--- config.mk ---
export PLATFORM = sky130hd
export DESIGN_NAME = rr_sel_arbiter
export DESIGN_NICKNAME = d
export VERILOG_FILES = /design/src/rtl/rr_sel_arbiter.sv
export SDC_FILE = /design/constraint.sdc
export NUM_CORES = 1
export LEC_CHECK = 0
export BUFFER_PORTS_ARGS = -buffer_cell sky130_fd_sc_hd__buf_2
export CORE_MARGIN = 10
export CORE_UTILIZATION = 45
export CTS_CLUSTER_SIZE = 28
export DETAILED_ROUTE_END_ITERATION = 7
export PLACE_DENSITY = 0.73
export SYNTH_ARGS = -nofsm -noshare
export SYNTH_HDL_FRONTEND = slang
export SYNTH_SLANG_ARGS = --single-unit
--- constraint.sdc ---
create_clock -name clk -period 1.5 [get_ports clk]
set_input_delay 0.3 -clock clk [delete_from_list [all_inputs] [get_ports clk]]
set_output_delay 0.3 -clock clk [all_outputs]
set_load 0.02 [all_outputs]
--- src/rtl/rr_sel_arbiter.sv ---
// Round-robin select generator for a 4:1 mux: holds the chosen input under a
// valid/ready handshake, with a watchdog that abandons grants never accepted.
module rr_sel_arbiter #(
    parameter int TIMEOUT = 8,
    parameter int TW      = 4
) (
    input  logic       clk,
    input  logic       rst_n,
    input  logic [3:0] req,
    input  logic       ready,
    output logic [1:0] sel_out,
    output logic [3:0] gnt,
    output logic       valid,
    output logic       tmo,
    output logic [7:0] xfer_cnt
);

    typedef enum logic {
        IDLE = 1'b0,
        BUSY = 1'b1
    } state_t;

    localparam logic [TW-1:0] WAIT_LAST = TW'((TIMEOUT == 0) ? 0 : TIMEOUT - 1);
    localparam bit            WDOG_EN   = (TIMEOUT != 0);

    state_t        state;
    logic [1:0]    ptr;
    logic [TW-1:0] wait_cnt;
    logic [1:0]    pick_idx;
    logic [1:0]    cand;

    // Search downward so the candidate closest to ptr is the last one written.
    always_comb begin
        pick_idx = ptr;
        cand     = ptr;
        for (int k = 3; k >= 0; k--) begin
            cand = ptr + 2'(k);
            if (req[cand]) pick_idx = cand;
        end
    end

    // NOTE: sequential state uses non-blocking assignments so every register
    // samples pre-edge values regardless of statement order.
    always_ff @(posedge clk or negedge rst_n) begin
        if (!rst_n) begin
            state    <= IDLE;
            ptr      <= 2'd0;
            wait_cnt <= '0;
            sel_out  <= 2'd0;
            gnt      <= 4'b0000;
            valid    <= 1'b0;
            tmo      <= 1'b0;
            xfer_cnt <= 8'd0;
        end else begin
            tmo <= 1'b0;
            unique case (state)
                IDLE: begin
                    if (req != 4'b0000) begin
                        sel_out  <= pick_idx;
                        gnt      <= 4'b0001 << pick_idx;
                        valid    <= 1'b1;
                        wait_cnt <= '0;
                        state    <= BUSY;
                    end else begin
                        valid <= 1'b0;
                        gnt   <= 4'b0000;
                    end
                end
                BUSY: begin
                    if (ready) begin
                        xfer_cnt <= xfer_cnt + 8'd1;
                        ptr      <= sel_out + 2'd1;
                        valid    <= 1'b0;
                        gnt      <= 4'b0000;
                        state    <= IDLE;
                    end else if (WDOG_EN && wait_cnt == WAIT_LAST) begin
                        // Skip the stalled channel so the others get a turn.
                        tmo   <= 1'b1;
                        ptr   <= sel_out + 2'd1;
                        valid <= 1'b0;
                        gnt   <= 4'b0000;
                        state <= IDLE;
                    end else begin
                        wait_cnt <= wait_cnt + 1'b1;
                    end
                end
                default: state <= IDLE;
            endcase
        end
    end

endmodule

==> results.toml <==
[run_status]
status = "complete, no violations"

[sta]
hold_violations = 0
max_freq_ghz = 0.684
fin_crit_sh_pct = 97.5
tightestPinTransition_ns = 0.515
clock_skew_ns = 0.00687
period_needed_ns = 1.46
setup_violations = 0
hold_ws_ns = 0.338
slew_viol_final = 0
grt_setup_unrepaired = "yes"
relSlewSlack_pct = 65.7

[finish]
nFillCells = 225
nets = 139
stdcell_area_um2 = 1320
drive_above_1_share_pct = 34.1
syn2layout_area_growth_pct = 22.7
post-route-util_pct = 58.7
n_antenna_cell = 0

[critical_path]
worst-path-max-fanout = 3
required_ns = 1.72
r2r_setup_slack_ns = 0.04
worstSetupStartpointType = "flip-flop"
cp.arrival_ns = 1.68
critical_path_class = "flip-flop to flip-flop"
endpoint_kind = "flip-flop"

[logic_synthesis]
yosys_warnings = 0
yosys-top-cells-area = "dfrtp_1 (53%), xnor2_1 (6.5%), nand2_1 (3.8%), a22o_1 (2.4%), ha_1 (2.3%)"
synthCells = 95
ys_types = 34
synth_seq_cells = 23
syn_area_um2 = 1080
synth_top_area_share_pct = 53.4
synth.largest_area_cell = "dfrtp_1"
synth_area_per_cell_um2 = 11.4
synth_seq_area_share_pct = 53.4
syn_nets = 104

[clocking]
clkLatencyLatePin_ns = 0.31
ctsRootBufferMaster = "clkbuf_4"
clk_path_buf_depth = 2
cts_buffers = 3
cts.reportedPaths.clkPinSlew_ns = 0.13
cts_tree = "done"
cts_max_level = 1
clock-sinks = 23

[global_routing]
antenna_found_initial = 0
grt_pass1_vias = 835
grt_max_degree = 24
grt-ovfl-total = 0
grt_use_total_pct = 10.4
grt_pass1_wl_um = 3830

[routing]
drtAntennaViolNets = 0
dr.pass1.iters = 4
drt_iter0_markers = 28
drt_wl_total_um = 2310
routed_wire_length_per_instance_um = 14.7
drc = 0
vias_per_cell = 5.23
vias = 821

[placed_design]
place_area_um2 = 1260
gp_congestion = 0.736
hpwl_um = 1730
io_buffers = 22

[floorplanning]
die_y_um = 69.0
std_cell_rows = 17
core-area_um2 = 2250
initial_core_util_pct = 47.8
num_io_pins = 23
die_width_um = 69.0
dieArea_um2 = 4750

[power]
p_leak_nw = 0.634
ir_worst_vdd_v = 0.00119
pwr_density_cell_nw_per_um2 = 1980

[flow_run]
drv_cap = 0

[worst_hold_path]
hold_class = "input pin to flip-flop"
## stage by stage
step                setup TNS, ns  cells  worst slack, ns  total power, mW
global placement                0    150           0.0627             2.26
floorplan                 -0.0433     95          -0.0386             1.86
detailed placement              0    150          0.00614             2.30
CTS                             0    155          0.00390             2.60
global route              -0.0153    157          -0.0104             2.83
finish                          0    157           0.0370             2.62
## flip-flops by register name, indices dropped and copies added (netlist names)
register	count
xfer_cnt	8
gnt	4
wait_cnt	4
ptr	2
sel_out	2
state	1
tmo	1
valid	1
## layer usage
layer	routed length, um	up-vias	global-route usage [%]
li1	-	405	-
met1	1060	393	12.1
met2	1050	21	17.2
met3	188	2	4.67
met4	13	0	2.22
met5	0	-	0
## cells by family (layout without fill, tap and decap cells)
family | after synthesis | after routing | share of synthesized area, %
multiplexers | 4 | 4 | 4.41
XOR/XNOR | 9 | 9 | 7.31
AND/OR/NAND/NOR | 34 | 34 | 18.3
buffers and inverters | 3 | 37 | 1.04
AO/OA/AOI/OAI | 20 | 20 | 13.2
adder cells (fa/ha/maj) | 2 | 2 | 2.32
flip-flops | 23 | 23 | 53.4
## placed cells by master, fill, tap and decap left out, types with 2 or more instances in the layout
cell      instances
dfrtp_1          23
buf_2            22
nand2_1          11
xnor2_1           8
buf_4             7
nor2_1            5
o21ai_0           5
nand2b_1          4
a22o_1            3
nand4_1           3
clkbuf_4          3
inv_1             2
nand3_1           2
a21boi_1          2
a21o_1            2
mux2_2            2
o21ai_1           2
## power by group
part | internal (mW) | switching (mW) | total (mW) | leakage, nW
Clock | 0.0997 | 0.189 | 0.289 | 0.0177
Sequential | 0.868 | 0.245 | 1.11 | 0.293
Combinational | 0.563 | 0.652 | 1.21 | 0.323
Total | 1.53 | 1.09 | 2.62 | 0.634
## critical path, stage by stage, from the launching register on
cell     delay (ns)
dfrtp_1        0.42
ha_2           0.21
and3b_4        0.21
nor3b_4        0.20
nor2_2         0.07
mux2_4         0.26
## cell type report
cell class	count	area [um^2]	area share [%]
clock inverter	1	5.00	0.378
inverter	3	11.3	0.851
multi-input combinational	69	502	37.9
clock buffer	3	22.5	1.70
timing repair buffer	30	173	13.0
sequential	23	576	43.5
tap	28	35.0	2.65
## Yosys cell counts
cell type / number
a211o_1: 1
a211oi_2: 1
a21boi_1: 2
a21o_1: 2
a21oi_1: 1
a21oi_2: 1
a22o_1: 3
and2_1: 1
and3b_4: 1
dfrtp_1: 23
ha_1: 2
inv_1: 2
inv_2: 1
mux2_2: 2
mux2_4: 1
mux2i_1: 1
nand2_1: 11
nand2b_1: 4
nand3_1: 2
nand3b_1: 1
nand4_1: 3
nor2_1: 5
nor2_2: 1
nor2b_1: 1
nor3_1: 1
nor3b_4: 1
nor4b_2: 1
o2111ai_1: 1
o21a_1: 1
o21ai_0: 5
o21ai_1: 2
or3_1: 1
xnor2_1: 8
xor2_1: 1
## path summary, 6_finish.rpt
path | startpoint | endpoint | cells after the start
max in group asynchronous | rst_n | gnt[2] | 2
min reg2reg | xfer_cnt[7] | xfer_cnt[7] | 1
min | ready | xfer_cnt[0] | 3
max reg2reg | wait_cnt[1] | wait_cnt[0] | 5
max | wait_cnt[1] | wait_cnt[0] | 5
min in group asynchronous | rst_n | xfer_cnt[6] | 2
## timing repair
| item | CTS | global route |
|---|---|---|
| hold buffers | 1 | 0 |
| setup endpoints to repair | 0 | 8 |
| resized for setup | 0 | 1 |
| hold endpoints to repair | 23 | 0 |
| buffers inserted | 0 | 2 |
(Power assumes the default switching activity.)
